[src/rtl/demux_n.sv]
// demux_n: 1-to-NUM_LANES receive-path demultiplexer.
// A stream of words arrives on the fast clock and is dealt round-robin
// across NUM_LANES lanes. There are two modes:
//   direct  - each word appears on its own lane one cycle after it arrives.
//   aligned - a complete group of NUM_LANES words is presented on all lanes
//             in the same cycle.
// sync_in, or any change of align_mode, restarts the lane rotation at lane 0
// and drops any partial aligned group.
module demux_n #(
    parameter int DATA_W    = 8,
    parameter int NUM_LANES = 2,
    parameter int PTR_W     = 1
) (
    input  logic                        clk_2f,
    input  logic                        reset,
    input  logic [DATA_W-1:0]           data_in,
    input  logic                        valid_in,
    input  logic                        align_mode,
    input  logic                        sync_in,
    output logic [NUM_LANES*DATA_W-1:0] data_out,
    output logic [NUM_LANES-1:0]        valid_out,
    output logic [PTR_W-1:0]            lane_ptr,
    output logic                        group_done
);

    localparam logic [PTR_W-1:0] LAST_LANE = PTR_W'(NUM_LANES - 1);

    // Mode seen on the previous cycle. A difference from align_mode marks a
    // mode switch.
    logic              mode_q;
    // Aligned-mode holding area for lanes 0..NUM_LANES-2. The last lane is
    // taken straight from data_in when the group completes.
    logic [DATA_W-1:0] staging [NUM_LANES-1];

    logic              resync;     // restart the rotation at lane 0 this cycle
    logic [PTR_W-1:0]  eff_ptr;    // lane the current word is handled as
    logic              last_word;  // current valid word completes a group
    logic [PTR_W-1:0]  next_ptr;

    // Work out which lane the current word targets and where the pointer goes next.
    // NOTE: every signal gets a value on every path through this block, so
    // no latch can be inferred.
    always_comb begin
        resync    = sync_in | (align_mode != mode_q);
        eff_ptr   = resync ? '0 : lane_ptr;
        last_word = valid_in & (eff_ptr == LAST_LANE);
        next_ptr  = eff_ptr;
        if (valid_in) begin
            next_ptr = last_word ? '0 : eff_ptr + PTR_W'(1);
        end
    end

    // Registered lane outputs, staging area, pointer and stored mode.
    // NOTE: sequential state uses non-blocking assignments only, so every
    // flop samples the values from before the edge.
    always_ff @(posedge clk_2f or negedge reset) begin
        if (!reset) begin
            mode_q     <= 1'b0;
            lane_ptr   <= '0;
            data_out   <= '0;
            valid_out  <= '0;
            group_done <= 1'b0;
            // NOTE: staging is built from flops, not RAM, so it can be reset
            // here. Resetting it keeps every lane value deterministic.
            for (int k = 0; k < NUM_LANES - 1; k++) begin
                staging[k] <= '0;
            end
        end else begin
            mode_q     <= align_mode;
            lane_ptr   <= next_ptr;
            valid_out  <= '0;
            group_done <= 1'b0;
            if (valid_in) begin
                if (!align_mode) begin
                    for (int k = 0; k < NUM_LANES; k++) begin
                        if (eff_ptr == PTR_W'(k)) begin
                            data_out[k*DATA_W +: DATA_W] <= data_in;
                        end
                    end
                    valid_out  <= NUM_LANES'(1) << eff_ptr;
                    group_done <= last_word;
                end else if (last_word) begin
                    for (int k = 0; k < NUM_LANES - 1; k++) begin
                        data_out[k*DATA_W +: DATA_W] <= staging[k];
                    end
                    data_out[(NUM_LANES-1)*DATA_W +: DATA_W] <= data_in;
                    valid_out  <= '1;
                    group_done <= 1'b1;
                end else begin
                    for (int k = 0; k < NUM_LANES - 1; k++) begin
                        if (eff_ptr == PTR_W'(k)) begin
                            staging[k] <= data_in;
                        end
                    end
                end
            end
        end
    end

endmodule

[config.mk]
export PLATFORM = sky130hd
export DESIGN_NAME = demux_n
export DESIGN_NICKNAME = d
export VERILOG_FILES = /design/src/rtl/demux_n.sv
export SDC_FILE = /design/constraint.sdc
export NUM_CORES = 1
export LEC_CHECK = 0
export ABC_AREA = 1
export CAP_MARGIN = 15
export CORE_MARGIN = 10
export CORE_UTILIZATION = 48
export CTS_CLUSTER_DIAMETER = 50
export DETAILED_ROUTE_END_ITERATION = 6
export GPL_ROUTABILITY_DRIVEN = 0
export PLACE_DENSITY = 0.83
export SLEW_MARGIN = 10
export SYNTH_ARGS = -nofsm -noshare
export SYNTH_HDL_FRONTEND = slang
export SYNTH_SLANG_ARGS = --single-unit
[constraint.sdc]
create_clock -name clk_2f -period 2.8 [get_ports clk_2f]
set_clock_uncertainty 0.2 [all_clocks]
set_input_delay 0.7 -clock clk_2f [delete_from_list [all_inputs] [get_ports clk_2f]]
set_output_delay 0.7 -clock clk_2f [all_outputs]
set_load 0.005 [all_outputs]
# Word-level counts from Yosys, hierarchy flattened
# Index checks and enable logic that the tools add are counted.
# W data, S select, Z words.
# totals
latch_bits	0
ram_bits	0
reg_bits	29
mem_count	0
word_cells	33
mem_bits_ro	0
in_bits	13
out_inout_bits	20
# op_classes
add_sub_neg	1
n_bitwise	4
shifts	1
div_mod_pow	0
multipliers	0
magnitude_cmp	0
reduce_logical	4
muxes	13
n_eq_ne	3
# op_table
op	n
$mux W16	2
$mux W8	2
$mux W1	6
$mux W2	3
$reduce_and A3 Y1	2
$reduce_and A4 Y1	1
$ne A2 B1 Y1 const B	1
$ne A2 B2 Y1 const B	1
$not A1 Y1	2
$reduce_bool A2 Y1	1
$shl A1 B1 Y2 const A	1
$add A1 B1 Y1 const B	1
$and A1 B1 Y1	1
$ne A1 B1 Y1	1
$or A1 B1 Y1	1

# Longest topological paths before layout
# Gate-level depths: netlist of run 1.
# logic_depth
depth_word	7
mapped_depth	10
depth_no_buf	10

# Least setup slack after synthesis of run 1
# OpenSTA, ideal clock, no wires.
# synth_path
kind	input -> register
start	in sync_in
end	reg data_out[10]
required_ns	2.483
arrival_time_ns	2.029
cell_stages	9
setup_slack_ns	0.454
setup_ns	0.117
path_cell_list	nor2_1 nand3_2 inv_1 ha_1 inv_2 a21oi_4 nand2_2 nand2_1 nand2_1
# synth_via
elab_chain_cells	5
elab_cells_between_ends	6
classes_between	1 x eq/ne; 1 x mux; 2 x bitwise; 2 x reduce/logical
# synth_rtl
element	line	text
from (decl)	19	input logic sync_in,
$or A1 B1 Y1 (*)	44	resync = sync_in | (align_mode != mode_q);
$mux W1 (*)	45	eff_ptr = resync ? '0 : lane_ptr;
$and A1 B1 Y1	46	last_word = valid_in & (eff_ptr == LAST_LANE);
$ne A2 B1 Y1 (no line)	n/a	
$reduce_and A3 Y1 (no line) (*)	n/a	
to (signal, indexed assignment)	77	data_out[k*DATA_W +: DATA_W] <= data_in;
to (signal, indexed assignment)	84	data_out[k*DATA_W +: DATA_W] <= staging[k];
to (signal, indexed assignment)	86	data_out[(NUM_LANES-1)*DATA_W +: DATA_W] <= data_in;
to (decl)	20	output logic [NUM_LANES*DATA_W-1:0] data_out,
# Every way passes the cells marked *; elsewhere a longest branch is shown, timed or not.
# A chain may end at the register's enable or synchronous reset.

# Final worst setup path of run 1
# layout_path
start	in align_mode
end	reg data_out[2]
# layout_via
elab_chain_cells	6
elab_cells_between_ends	8
classes_between	3 x eq/ne; 2 x mux; 2 x bitwise; 1 x reduce/logical
# layout_rtl
element	line	text
from (decl)	18	input logic align_mode,
$ne A1 B1 Y1	44	
$or A1 B1 Y1	44	
$mux W1	45	
$and A1 B1 Y1	46	
$ne A2 B1 Y1 (no line)	n/a	
$reduce_and A3 Y1 (no line)	n/a	
# Parallel ways exist; a longest one is shown, timed or not.

==> results of run 1 <==
worst min-delay path, cell delays in order, from the launching register on:
cell     delay [ns]
dfrtp_1        0.35
nand2_1        0.05
nand2_1        0.05
registers in the layout, summed over array words and instances, names as in the netlist:
| signal | cells |
|---|---|
| data_out | 16 |
| staging | 8 |
| valid_out | 2 |
| group_done | 1 |
| lane_ptr | 1 |
| mode_q | 1 |
area by class of cell:
type                            count  area share (%)
Sequential cell                    29            41.5
Tap cell                           30            2.15
Clock buffer                        7            3.15
Timing Repair Buffer               40            21.8
Multi-Input combinational cell    110            29.7
Inverter                            8            1.72
cell families (layout without fill, tap and decap cells):
group / after synthesis / in the layout
simple gates: 107 / 107
flops: 29 / 29
buf+inv: 11 / 55
fa+ha+maj: 2 / 2
compound gates: 1 / 1
Yosys cell counts:
library cell  instances
nand2_2               2
inv_2                 1
dfrtp_1              29
nand2_1              75
inv_1                 7
buf_6                 2
ha_1                  2
nand2_4               2
nor2_1                1
buf_8                 1
nand3_2               2
a21oi_4               1
nand3_1              24
nor3_4                1
layer usage:
layer,vias to the layer above,part of all wire [%]
met2,42,48
li1,565,-
met4,0,2.2
met1,538,41
met3,7,9.1
met5,-,0
worst max-delay path by stage:
stage                         endpoint  slack, ns  cells past startpoint
after global routing       data_out[5]       0.21                     12
after global placement     data_out[6]       0.15                     12
final                      data_out[2]       0.34                     12
after floorplan           data_out[10]       0.45                      9
after detailed placement   data_out[2]      0.004                     12
after CTS                  data_out[2]       0.35                     12
through the flow:
step                utilization (%)  total power, µW  hold slack [ns]
floorplan                         -              632            0.204
global placement               66.5              782            0.258
detailed placement             66.5              796            0.262
CTS                            68.6             1050            0.282
global route                   68.6             1100            0.294
finish                         68.6             1040            0.282
power breakdown:
part / switching, µW / total [µW] / internal, µW
registers: 37.4 / 523 / 486
logic: 120 / 260 / 141
clock network: 136 / 255 / 118
total: 293 / 1040 / 745
==> run_results.csv, run 1 <==
group,metric,value,unit
cells_and_area,drive_gt1_share,11.9,%
detailed_routing,postRouteAntennaNets,0,
synthesis,syn_nets,165,
cells_and_area,nets,209,
clocking,cts-root-buf,"clkbuf_4",
synthesis,yosysTopAreaCellShare,55.3,%
synthesis,synth-xor-area-share,0,%
timing,slew_viol_final,0,
synthesis,ys.warnings.count,0,
global_routing,busiest_layer,"met2",
synthesis,synth_top_family_by_area,"simple AND/OR/NAND/NOR gates",
power_and_ir_drop,peakVddDrop,459,µV
synthesis,synth_top_area_cell,"dfrtp_1",
floorplanning,fp.dieW,72.3,µm
worst_hold_path,hold_path_end,"staging[6]",
clocking,clkSinkCount,29,
worst_hold_path,min-delay-start,"staging[6]",
cells_and_area,seq_area,726,µm²
worst_hold_path,min_path_cells,2,
clocking,cts_hold_buf,0,
cells_and_area,antenna_cells,0,
critical_path,path_buf_inv,5,
timing,setup_ws,0.345,ns
cells_and_area,final_cell_mix,"nand2_1, clkdlybuf4s50_1, dfrtp_1",
floorplanning,die_h,72.3,µm
global_routing,grt_pass1_wl,5.51,mm
worst_hold_path,hold_path_class,"flop to flop",
global_routing,gr-total-overflow,0,
synthesis,synth_mux_area_share,0,%
synthesis,yosysSeqAreaShare,55.3,%
detailed_routing,wl_per_cell,14.6,µm
critical_path,critPathMaxFanout,12,
floorplanning,coreArea,2540,µm²
timing,post-route-period-util,87.7,%
cells_and_area,final_common_cell,"nand2_1",
detailed_routing,drcViolationCount,0,
global_routing,use_met1,14.4,%
global_routing,use_met2,21.4,%
floorplanning,fp.dieArea,5220,µm²
global_routing,grt_max_degree,30,
critical_path,startpoint,"align_mode",
cells_and_area,area_growth,33.2,%
synthesis,syn_area_per_cell,8.74,µm²
detailed_routing,drtIter0Drc,64,
place,place_area,1690,µm²
global_routing,gr-usage-met3,6.39,%
global_routing,grt_pass1_vias,1155,
place,io_buffers,32,
critical_path,r2r_setup_slack,0.77,ns
cells_and_area,final_cells,224,
timing,worstMarginPinSlew,0.364,ns
power_and_ir_drop,p_leak,0.000923,µW
floorplanning,io_pins,33,
synthesis,syn_area,1310,µm²
synthesis,synth_fa_ha_area_share,1.91,%
clocking,cts.clk_slew.worst_paths,0.09,ns
clocking,clk_path_buf_depth,2,
clocking,cts_setup_buffers,0,
critical_path,cp.required,2.81,ns
flow_run,cap_violations,0,
clocking,cts_resized,0,
timing,period_needed,2.46,ns
floorplanning,num_rows,18,
timing,tns,0,ns
synthesis,synth_compound_area_share,1.24,%
timing,setup_violations,0,
global_routing,antenna_found_initial,0,
clocking,cts_max_level,2,
global_routing,grtUsageTotal,13.3,%
timing,grt_setup_unrepaired,"false",
place,dp_hpwl,2.54,mm
synthesis,synth_area_leaders,"dfrtp_1, nand2_1, nand3_1",
critical_path,crit_family,"buffers and inverters",
power_and_ir_drop,power_density,594,nW/µm²
clocking,cts_tree,"built",
critical_path,crit_slowest_cell,"clkdlybuf4s50_1",
timing,fmax,407,MHz
floorplanning,initial_utilization,51.5,%
synthesis,ys_seq_elements,29,
critical_path,start_kind,"primary input",
clocking,clk_latency,0.32,ns
clocking,numCtsBuffers,5,
detailed_routing,vias_per_cell,5.14,
critical_path,timing.rr.end,"data_out[2]",
cells_and_area,fin_area,1750,µm²
status,status,"finished, final reports clean",
critical_path,rr_worst_depth,11,
detailed_routing,firstDrtPassIters,4,
timing,hold_viol,0,
place,pre_cts_slack,0.00424,ns
critical_path,cpPeakStageDelay,0.52,ns
critical_path,end_kind,"flop",
critical_path,worstPathCellList,"clkdlybuf4s50_1 > inv_1 > nand2_1 > nand3_2 > inv_1 > ha_1 > inv_2 > a21oi_4 > buf_4 > nand2_4 > nand2_1 > nand2_1",
critical_path,critPathKind,"primary input to flop",
cells_and_area,multi_input_comb_area,518,µm²
cells_and_area,fill_cells,212,
synthesis,synthSimpleGateAreaFrac,36.4,%
critical_path,worstPathArrival,2.47,ns
critical_path,r2r_start,"lane_ptr",
detailed_routing,num_vias,1152,
critical_path,crit_top_cell,"nand2_1",
synthesis,synth.distinct_cells,14,
place,dp_cells,217,
timing,slew_headroom,75.7,%
detailed_routing,drt-total-wl,3.28,mm
synthesis,syn_inst,150,
Note: power is estimated with default switching activity, not from simulation.
==> inputs of run 2 (changes only) <==
- SKIP_LAST_GASP: unset -> 1
==> results of run 2 <==
Final layout, timing and power as in run 1 (identical DEF).
